--- src/rtl/sram_arbiter.sv ---
// Two-requester arbiter for the shared asynchronous pixel/asset SRAM.
// Video reads win by default; the host is forced a grant after STARVE_LIMIT video grants.
module sram_arbiter #(
   parameter int ADDR_W       = 20,
   parameter int DATA_W       = 16,
   parameter int STARVE_LIMIT = 8
) (
   input  logic              clk,
   input  logic              reset,
   input  logic              vid_req,
   input  logic [ADDR_W-1:0] vid_addr,
   output logic              vid_ack,
   output logic [DATA_W-1:0] vid_rdata,
   output logic              vid_rvalid,
   input  logic              host_req,
   input  logic              host_we,
   input  logic [ADDR_W-1:0] host_addr,
   input  logic [DATA_W-1:0] host_wdata,
   output logic              host_ack,
   output logic [DATA_W-1:0] host_rdata,
   output logic              host_rvalid,
   output logic [ADDR_W-1:0] sram_addr,
   input  logic [DATA_W-1:0] sram_dq_in,
   output logic [DATA_W-1:0] sram_dq_out,
   output logic              sram_dq_oe,
   output logic              sram_ce_n,
   output logic              sram_oe_n,
   output logic              sram_we_n
);

   localparam int CNT_W = $clog2(STARVE_LIMIT + 1);
   localparam logic [CNT_W-1:0] STARVE_MAX = CNT_W'(STARVE_LIMIT);

   typedef enum logic [2:0] {
      IDLE = 3'd0,
      RD1  = 3'd1,
      RD2  = 3'd2,
      WR1  = 3'd3,
      WR2  = 3'd4,
      TURN = 3'd5
   } state_t;

   state_t           state_r, state_s;
   logic [CNT_W-1:0] starve_r, starve_s;
   logic             host_owner_r, host_owner_s;
   logic             grant_vid_s, grant_host_s;
   logic             host_wins_s, grant_write_s;
   logic             rd_done_s;
   logic             ce_n_s, oe_n_s, we_n_s, dq_oe_s;

   // Next-state, grant selection and starvation counting
   always_comb begin
      state_s       = state_r;
      starve_s      = starve_r;
      host_owner_s  = host_owner_r;
      grant_vid_s   = 1'b0;
      grant_host_s  = 1'b0;
      host_wins_s   = host_req && (!vid_req || (starve_r == STARVE_MAX));
      grant_write_s = host_wins_s && host_we;
      case (state_r)
         RD1: state_s = RD2;
         WR1: state_s = WR2;
         IDLE, RD2, WR2, TURN: begin
            if (!vid_req && !host_req) begin
               state_s = IDLE;
            end else if ((state_r == WR2) && !grant_write_s) begin
               // bus must float for a cycle before the SRAM may drive it
               state_s = TURN;
            end else begin
               state_s      = grant_write_s ? WR1 : RD1;
               host_owner_s = host_wins_s;
               grant_host_s = host_wins_s;
               grant_vid_s  = !host_wins_s;
            end
            if (!host_req) begin
               starve_s = {CNT_W{1'b0}};
            end else if (grant_host_s) begin
               starve_s = {CNT_W{1'b0}};
            end else if (grant_vid_s && (starve_r != STARVE_MAX)) begin
               starve_s = starve_r + CNT_W'(1);
            end else begin
               starve_s = starve_r;
            end
         end
         default: state_s = IDLE;
      endcase
   end

   // SRAM strobe decode for the state being entered, so the pins are registered
   always_comb begin
      ce_n_s  = 1'b1;
      oe_n_s  = 1'b1;
      we_n_s  = 1'b1;
      dq_oe_s = 1'b0;
      case (state_s)
         RD1, RD2: begin
            ce_n_s = 1'b0;
            oe_n_s = 1'b0;
         end
         WR1: begin
            ce_n_s  = 1'b0;
            we_n_s  = 1'b0;
            dq_oe_s = 1'b1;
         end
         WR2: begin
            ce_n_s  = 1'b0;
            dq_oe_s = 1'b1;
         end
         default: begin
            ce_n_s  = 1'b1;
            dq_oe_s = 1'b0;
         end
      endcase
   end

   assign rd_done_s = (state_r == RD2);

   // Control state, strobes and handshake pulses
   always_ff @(posedge clk or negedge reset) begin
      if (!reset) begin
         state_r      <= IDLE;
         starve_r     <= {CNT_W{1'b0}};
         host_owner_r <= 1'b0;
         vid_ack      <= 1'b0;
         host_ack     <= 1'b0;
         vid_rvalid   <= 1'b0;
         host_rvalid  <= 1'b0;
         sram_ce_n    <= 1'b1;
         sram_oe_n    <= 1'b1;
         sram_we_n    <= 1'b1;
         sram_dq_oe   <= 1'b0;
      end else begin
         state_r      <= state_s;
         starve_r     <= starve_s;
         host_owner_r <= host_owner_s;
         vid_ack      <= grant_vid_s;
         host_ack     <= grant_host_s;
         vid_rvalid   <= rd_done_s && !host_owner_r;
         host_rvalid  <= rd_done_s && host_owner_r;
         sram_ce_n    <= ce_n_s;
         sram_oe_n    <= oe_n_s;
         sram_we_n    <= we_n_s;
         sram_dq_oe   <= dq_oe_s;
      end
   end

   // Address, write data and read data capture
   always_ff @(posedge clk or negedge reset) begin
      if (!reset) begin
         sram_addr   <= {ADDR_W{1'b0}};
         sram_dq_out <= {DATA_W{1'b0}};
         vid_rdata   <= {DATA_W{1'b0}};
         host_rdata  <= {DATA_W{1'b0}};
      end else begin
         if (grant_vid_s) begin
            sram_addr <= vid_addr;
         end else if (grant_host_s) begin
            sram_addr <= host_addr;
         end
         if (grant_host_s && grant_write_s) begin
            sram_dq_out <= host_wdata;
         end
         if (rd_done_s && !host_owner_r) begin
            vid_rdata <= sram_dq_in;
         end
         if (rd_done_s && host_owner_r) begin
            host_rdata <= sram_dq_in;
         end
      end
   end

endmodule

--- config.mk ---
export PLATFORM = sky130hd
export DESIGN_NAME = sram_arbiter
export DESIGN_NICKNAME = d
export VERILOG_FILES = /design/src/rtl/sram_arbiter.sv
export SDC_FILE = /design/constraint.sdc
export NUM_CORES = 1
export LEC_CHECK = 0
export ABC_AREA = 1
export ABC_CLOCK_PERIOD_IN_PS = 1350
export BUFFER_PORTS_ARGS = -buffer_cell sky130_fd_sc_hd__buf_2
export CORE_MARGIN = 3
export CORE_UTILIZATION = 43
export CTS_CLUSTER_SIZE = 40
export DETAILED_ROUTE_END_ITERATION = 10
export GPL_ROUTABILITY_DRIVEN = 0
export PLACE_DENSITY = 0.76
export SLEW_MARGIN = 20
export SYNTH_ARGS = -nofsm -noshare
export SYNTH_HDL_FRONTEND = slang
export SYNTH_SLANG_ARGS = --single-unit
export TNS_END_PERCENT = 5
--- constraint.sdc ---
create_clock -name clk -period 1.35 [get_ports clk]
set_input_delay 0.405 -clock clk [delete_from_list [all_inputs] [get_ports clk]]
set_output_delay 0.405 -clock clk [all_outputs]
set_load 0.03 [all_outputs]
==> results of run 1 <==
worst max-delay path: cells and delay by family (launching register included):
| family | cells | cell delay (ps) |
|---|---|---|
| fa+ha+maj | 1 | 130 |
| buf+inv | 2 | 250 |
| flops | 1 | 410 |
| simple gates | 7 | 580 |
what timing repair did:
item	in CTS	in global routing
pin swaps	9	8
hold buffers	1	0
setup endpoints to repair	69	153
resized for setup	55	52
endpoints found under the hold margin	20	0
cloned	0	2
setup buffers	1	1
cell type report:
| type | count | area share (%) |
|---|---|---|
| sequential | 84 | 39.9 |
| timing repair buffer | 181 | 24.3 |
| clock buffer | 9 | 2.35 |
| tap | 102 | 2.42 |
| multi-input combinational | 286 | 27.2 |
| inverter | 36 | 2.75 |
| clock inverter | 7 | 1.11 |
power groups by stage:
stage | combinational (uW) | clock, uW | sequential, uW
2_1_floorplan | 2660 | 0 | 6480
3_3_place_gp | 6570 | 0 | 4360
3_5_place_dp | 6780 | 0 | 4360
4_1_cts | 7240 | 1730 | 4390
5_1_grt | 8420 | 1850 | 4610
6_report | 7800 | 1680 | 4450
cells in the final DEF (no fill, tap or decap), drive strengths merged:
cell,count
clkbuf,11
nand4,1
inv,39
a21oi,1
o21ai,38
nor2,11
xor2,1
ha,2
nand2,202
dfrtp,81
clkinv,3
nand3,26
nor3,2
xnor2,1
dlygate4sd3,1
clkinvlp,1
dfstp,3
or2,1
buf,178
kinds of logic (layout without fill, tap and decap cells):
logic type / count (synthesis) / after routing / share of synthesized area [%]
flops: 84 / 84 / 58.1
xor+xnor: 2 / 2 / 0.483
fa+ha+maj: 2 / 2 / 0.690
compound gates: 39 / 39 / 5.49
simple gates: 243 / 243 / 27.4
buf+inv: 55 / 233 / 7.83
stage by stage:
step,hold WS (ps),setup slack [ps],utilization [%]
6_report,230,-148,66.3
3_3_place_gp,347,-109,58.2
3_5_place_dp,348,-205,58.2
2_1_floorplan,109,-6.48,-
5_1_grt,216,-215,66.3
4_1_cts,221,-102,63.1
final timing paths:
kind / from / end / slack [ps]
worst max register to register: starve_r[0] / sram_addr[6] / -150
max in group asynchronous: reset / host_rdata[14] / 370
worst min register to register: sram_dq_out[12] / sram_dq_out[12] / 480
worst min-delay path: host_wdata[12] / sram_dq_out[12] / 230
min in group asynchronous: reset / host_rdata[2] / 500
worst max-delay path: starve_r[0] / sram_addr[6] / -150
registers in the layout (all words and copies together), names as in the netlist, 3 cells and up:
| name | flops |
|---|---|
| host_rdata | 16 |
| sram_dq_out | 16 |
| state_r | 3 |
| sram_addr | 20 |
| starve_r | 4 |
| vid_rdata | 16 |
per-layer routing:
| metal | track usage, % | wire, um |
|---|---|---|
| met1 | 24.8 | 3960 |
| met2 | 33.1 | 4750 |
| met3 | 5.50 | 651 |
| met4 | 4.69 | 80 |
| met5 | 0 | 0 |
==> impl_metrics.toml, run 1 <==
[timing]
post-route-worst-setup-slack_ps = -148
tightest_slew_ps = 379
relSlewSlack_pct = 74.7
finClkSkew_ps = 7.18
hold_viol_final = 0
setup_violations = 45
drv_slew = 0
grt_setup_unrepaired = "yes"
period_minus_slack_ps = 1500
fmax_mhz = 667
fin_crit_sh_pct = 111
tns_ps = -3860

[global_routing]
grt_max_degree = 33
grt_first_pass_wirelength_um = 15300
grt_overflow = 0
grt.total_usage_pct = 19.5
grt_pass1_vias = 3244
antenna_found_initial = 0

[cells_and_area]
regArea_mm2 = 0.00211
n_antenna_cell = 0
drive_above_1_share_pct = 40.8
multiInputGateArea_mm2 = 0.00143
finalNetCount = 677
synthToLayoutAreaGrowth_pct = 45.6
stdcell_area_mm2 = 0.00528
fillers = 641
final_cells = 705

[placement]
io_buffers = 152
post-place-cells = 684
dp_hpwl_um = 6740
placed_area_mm2 = 0.00464

[logic_synthesis]
synth_cell_types = 24
syn_area_mm2 = 0.00363
synth_warnings = 0
synthTopCellsByArea = "dfrtp_1 (56%), nand2_1 (21%), o21ai_1 (5.1%)"
yosysTopAreaCell = "dfrtp_1"
synth_top_flop_cell = "dfrtp_1"
synthCells = 425
ys_seq_area_share_pct = 58.1
async_flop_share_pct = 100
synthTopCellsByCount = "nand2_1 (199), dfrtp_1 (81), o21ai_1 (37), inv_1 (28), nand3_1 (25)"
yosysMostFrequentCell = "nand2_1"
syn_avg_cell_area_um2 = 8.53
syn-num-nets = 504
synth_top_area_share_pct = 55.9
synth_edf_count = 0
synth_seq_cells = 84

[setup_path]
required_ps = 1610
worst-path-max-fanout = 5
path_class = "reg -> reg"
reg2regPathDepth = 10
cp.arrival_ps = 1750
slowest_stage = "dfrtp_1"
cp-start-kind = "flop"
max_stage_delay_ps = 410
critPathCaptureType = "flop"
crit_chain = "inv_2, ha_4, nand3_4, nand2_8, nand3_4, nand2_4, nand2_8, clkbuf_16, nand2_1, nand2_1"

[pwr]
clock_power_share_pct = 12.1
sequentialPowerShare_pct = 32.0
pwr-share-comb_pct = 55.9
total_power_uw = 13900
ir_drop_mv = 1.32
p_switching_uw = 6680
p_int_uw = 7260
p_leak_uw = 0.00295
p_per_area_mw_per_mm2 = 2640
switching_share_pct = 47.9

[floorplan]
die_h_um = 97.8
die_area_mm2 = 0.00957
num_io_pins = 153
rows = 32
start_util_pct = 45.5
coreArea_mm2 = 0.00797
dieWidth_um = 97.8

[detailed_routing]
wl_per_cell_um = 13.4
vias_per_cell = 4.73
final_antenna_net_count = 0
first_iter_violations = 114
wl_um = 9440
drcViolationCount = 0
vias = 3335
dr.pass1.iters = 5

[clocking]
cts_buffer_depth = 2
numCtsBuffers = 9
cts-root-buf = "clkbuf_8"
ctsHtreeMaxLevel = 3
clk_latency_ps = 360
clkTransAtPathRegs_ps = 90
clock-sinks = 84
cts_tree = "done"

[flow_run]
drv_cap = 0

[run_status]
outcome = "finished, violations left"
violations = "negative setup slack"

[min_path]
whs_path_depth = 3
hp-class = "in -> reg"
Note: power is estimated with default switching activity, not from simulation.
==> run 2: changes to the inputs <==
--- a/config.mk
+++ b/config.mk
@@ -6,10 +6,10 @@
 export NUM_CORES = 1
 export LEC_CHECK = 0
 export ABC_AREA = 1
-export ABC_CLOCK_PERIOD_IN_PS = 1350
+export ABC_CLOCK_PERIOD_IN_PS = 1900
 export BUFFER_PORTS_ARGS = -buffer_cell sky130_fd_sc_hd__buf_2
 export CORE_MARGIN = 3
-export CORE_UTILIZATION = 43
+export CORE_UTILIZATION = 45
 export CTS_CLUSTER_SIZE = 40
 export DETAILED_ROUTE_END_ITERATION = 10
 export GPL_ROUTABILITY_DRIVEN = 0
==> constraint.sdc (replaced) <==
create_clock -name clk -period 1.9 [get_ports clk]
set_input_delay 0.57 -clock clk [delete_from_list [all_inputs] [get_ports clk]]
set_output_delay 0.57 -clock clk [all_outputs]
set_load 0.03 [all_outputs]
==> run 2 against run 1 <==
Effect of this change:
- the flow now finishes without violations
- combinational power down 42%
- design area down 12%
- flip-flop and latch count unchanged
- via count decreased by 3.3%
- critical path depth unchanged
- worst setup slack improved by 390 ps
- largest cell class unchanged
- non-clock buffer count decreased by 21
==> impl_metrics.toml, run 2 (synthesis results as in run 1) <==
[run_status]
outcome = "finished, final reports clean"

[setup_path]
crit_start = "starve_r[0]"
reg2reg_slack_ps = 240
r2r_start = "starve_r[0]"
worst-path-max-fanout = 21
cp.arrival_ps = 1890
critPathCaptureType = "flop"
required_ps = 2130
path_class = "reg -> reg"
reg2regPathDepth = 10
cp-start-kind = "flop"
timing.rr.end = "sram_addr[3]"

[clocking]
cts_buffer_depth = 2
cts-root-buf = "clkbuf_8"
clkTransAtPathRegs_ps = 90
numCtsBuffers = 9
ctsHtreeMaxLevel = 3
cts_tree = "done"
postCtsHoldBufs = 0
clock-sinks = 84
cts_resized = 0
post_cts_buffers = 0
clk_latency_ps = 340

[cells_and_area]
drive_above_1_share_pct = 34.0
finalNetCount = 656
regArea_mm2 = 0.00211
stdcell_area_mm2 = 0.00465
final_cells = 684
layout_common_cells = "nand2_1 (199), buf_2 (151), dfrtp_1 (81), o21ai_1 (37), inv_1 (28)"
n_antenna_cell = 0
synthToLayoutAreaGrowth_pct = 28.1
layout_commonest_cell = "nand2_1"
regMostFlops = "sram_addr"
fillers = 720
largest_reg_flops = 20
fin_util_pct = 59.8
multiInputGateArea_mm2 = 0.00124

[placement]
pre_cts_ws_ps = 163
io_buffers = 152
placed_area_mm2 = 0.00444
dp_hpwl_um = 6410
post-place-cells = 668

[detailed_routing]
vias = 3225
wl_per_cell_um = 12.4
first_iter_violations = 39
wl_um = 8500
final_antenna_net_count = 0
vias_per_cell = 4.71
dr.pass1.iters = 4
drcViolationCount = 0

[floorplan]
coreArea_mm2 = 0.00777
dieWidth_um = 95.8
die_h_um = 95.8
rows = 32
num_io_pins = 153
die_area_mm2 = 0.00917
start_util_pct = 46.7

[timing]
finClkSkew_ps = 10.1
hold_viol_final = 0
fin_crit_sh_pct = 87.4
post-route-worst-setup-slack_ps = 240
drv_slew = 0
fmax_mhz = 602
grt_setup_unrepaired = "no"
relSlewSlack_pct = 65.8
tightest_slew_ps = 512
setup_violations = 0
period_minus_slack_ps = 1660
tns_ps = 0

[global_routing]
grt_overflow = 0
grt_max_degree = 43
grt.total_usage_pct = 18.9
grt_first_pass_wirelength_um = 13700
grt_pass1_vias = 3054
antenna_found_initial = 0

[pwr]
ir_drop_mv = 0.763
p_per_area_mw_per_mm2 = 1910
p_leak_uw = 0.00273

[flow_run]
drv_cap = 0

[min_path]
hp-class = "in -> async"
## run 2: cell types whose count changed in the layout (fill, tap and decap cells not counted), sizes merged
cell	before	now
inv	39	40
buf	178	160
dlygate4sd3	1	0
clkinv	3	1
clkbuf	11	9
bufinv	0	1
## run 2: area by class of cell
| class | count | share of cell area, % |
|---|---|---|
| multi-input cells | 286 | 26.6 |
| inverters | 36 | 2.91 |
| well taps | 102 | 2.75 |
| flip-flops and latches | 84 | 45.3 |
| clock inverters | 7 | 1.75 |
| clock buffers | 9 | 2.67 |
| repair buffers | 160 | 18.0 |
## run 2: per-stage QoR
stage | total power, uW | hold WS, ps
final | 8870 | 117
after detailed placement | 7660 | 460
after floorplan | 6400 | 274
after global placement | 7520 | 445
after CTS | 8980 | 117
after global routing | 9550 | 124
## run 2: how the worst max path moves through the flow
| stage | slack (ps) | endpoint | cells past startpoint |
|---|---|---|---|
| final | 240 | sram_addr[3] | 10 |
| after global placement | 230 | sram_addr[5] | 10 |
| after detailed placement | 160 | sram_addr[3] | 10 |
| after global routing | 60 | sram_addr[5] | 10 |
| after CTS | 220 | sram_addr[3] | 10 |
| after floorplan | 490 | sram_addr[0] | 11 |
## run 2: power breakdown
group / leakage (uW) / switching [uW] / internal [uW]
logic: 0.00159 / 3220 / 1280
registers: 0.00104 / 444 / 2630
clock network: 0.000101 / 664 / 628
## run 2: worst max-delay path: stages, from the launching register on
cell	delay [ps]
dfrtp_1	420
inv_1	60
ha_1	190
nand3_1	90
nand2_1	100
nand2_1	140
nand2_2	250
nand2_1	140
nand2_1	50
nand2_1	60
nand2_1	60
## run 2: per-layer routing
layer	vias to the layer above	routed length (um)	global-route usage, %
li1	1620	-	-
met1	1458	3720	24.2
met2	136	3910	31.2
met3	11	761	5.08
met4	0	112	6.40
met5	-	0	0
==> run 3: changes to the inputs <==
--- a/config.mk
+++ b/config.mk
@@ -9,11 +9,11 @@
 export ABC_CLOCK_PERIOD_IN_PS = 1900
 export BUFFER_PORTS_ARGS = -buffer_cell sky130_fd_sc_hd__buf_2
 export CORE_MARGIN = 3
-export CORE_UTILIZATION = 45
+export CORE_UTILIZATION = 51
 export CTS_CLUSTER_SIZE = 40
 export DETAILED_ROUTE_END_ITERATION = 10
 export GPL_ROUTABILITY_DRIVEN = 0
-export PLACE_DENSITY = 0.76
+export PLACE_DENSITY = 0.84
 export SLEW_MARGIN = 20
 export SYNTH_ARGS = -nofsm -noshare
 export SYNTH_HDL_FRONTEND = slang
==> run 3 against run 2 <==
Effect of this change:
- global-route usage is 2.7 points higher
- register-to-register slack better by 30 ps
- clock skew is 3.4 ps higher
- clock-buffer cell count is 1 higher
- first-iteration DRC count grew to 3.3 times the previous value
- utilization is 8.2 points higher
- clock power hardly changed
- design area hardly changed
- critical endpoint is now sram_we_n
- largest cell class unchanged
==> impl_metrics.toml, run 3 (synthesis results as in run 1) <==
[floorplan]
num_io_pins = 153
die_h_um = 90.3
start_util_pct = 53.1
coreArea_mm2 = 0.00683
rows = 30
dieWidth_um = 90.3
die_area_mm2 = 0.00816

[global_routing]
grt_max_degree = 35
grt_first_pass_wirelength_um = 14500
grt_pass1_vias = 3251
antenna_found_initial = 0
grt.total_usage_pct = 21.6
grt_overflow = 0

[timing]
grt_setup_unrepaired = "no"
finClkSkew_ps = 13.5
period_minus_slack_ps = 1630
drv_slew = 0
setup_violations = 0
tns_ps = 0
relSlewSlack_pct = 66.6
tightest_slew_ps = 501
fin_crit_sh_pct = 86.0
fmax_mhz = 612
hold_viol_final = 0

[clocking]
clock-sinks = 84
cts_buffer_depth = 2
cts_tree = "done"
ctsHtreeMaxLevel = 3
numCtsBuffers = 9
cts_resized = 0
post_cts_buffers = 0
clkTransAtPathRegs_ps = 90
postCtsHoldBufs = 0
clk_latency_ps = 340
cts-root-buf = "clkbuf_8"

[placement]
io_buffers = 152
dp_hpwl_um = 6160

[detailed_routing]
first_iter_violations = 129
final_antenna_net_count = 0
wl_um = 8270
dr.pass1.iters = 4
drcViolationCount = 0
wl_per_cell_um = 12.2
vias = 3215
vias_per_cell = 4.75

[cells_and_area]
drive_above_1_share_pct = 33.9
n_antenna_cell = 0
layout_common_cells = "nand2_1 (199), buf_2 (151), dfrtp_1 (81), o21ai_1 (37), inv_1 (28)"
finalNetCount = 655
synthToLayoutAreaGrowth_pct = 28.2
largest_reg_flops = 20
layout_commonest_cell = "nand2_1"
fin_util_pct = 68.0
regMostFlops = "sram_addr"

[pwr]
p_leak_uw = 0.00273
ir_drop_mv = 0.893
p_per_area_mw_per_mm2 = 1900

[setup_path]
cp-start-kind = "flop"
cp.arrival_ps = 1060
critPathTopFamily = "flip-flops"
worst-path-buf-inv = 1
required_ps = 1330
worst-path-max-fanout = 1
path_class = "reg -> out"
slowest_stage = "dfstp_2"
crit_chain = "buf_2"
critPathCaptureType = "primary output"
max_stage_delay_ps = 530

[flow_run]
drv_cap = 0

[min_path]
hp-class = "in -> async"

[run_status]
outcome = "finished, final reports clean"
==> run 3: through the flow <==
stage	worst slack [ps]	cell area (um2)	hold slack [ps]	cells	power (uW)
2_1_floorplan	492	3630	274	425	6400
3_3_place_gp	232	4440	444	661	7470
3_5_place_dp	188	4440	453	661	7610
4_1_cts	247	4650	143	677	8930
5_1_grt	0.437	4650	149	677	9540
6_report	265	4650	154	677	8840
==> run 3: routing by layer <==
layer  routed length, um  vias to the layer above  global-route usage, %
met5                   0                        -                      0
met4                 128                        0                   7.91
met3                 611                       14                   4.92
met2                4000                      135                   37.0
met1                3520                     1458                   26.8
li1                    -                     1608                      -
==> run 3: area by class of cell <==
type                            instances  area [um2]
Timing Repair Buffer                  159         841
Inverter                               36         135
Sequential cell                        84        2110
Clock inverter                          6        72.6
Tap cell                               96         120
Clock buffer                           10         138
Multi-Input combinational cell        286        1240
Fill cell                             576        2180
==> run 3: worst paths after layout <==
check,start,endpoint,slack (ps),cells past startpoint
min in group clk,host_wdata[13],sram_dq_out[13],410,3
max in group asynchronous,reset,vid_rdata[13],1260,2
worst max register to register,starve_r[0],sram_addr[17],270,10
worst min-delay path,reset,sram_dq_out[8],150,1
worst min register to register,host_owner_r,vid_rvalid,460,1
worst max-delay path,sram_we_n,sram_we_n,270,1
==> run 3: report_power, final <==
group / total [uW] / internal (uW) / switching [uW]
clock network: 1290 / 655 / 637
registers: 3090 / 2640 / 456
logic: 4460 / 1260 / 3200
total: 8840 / 4550 / 4290
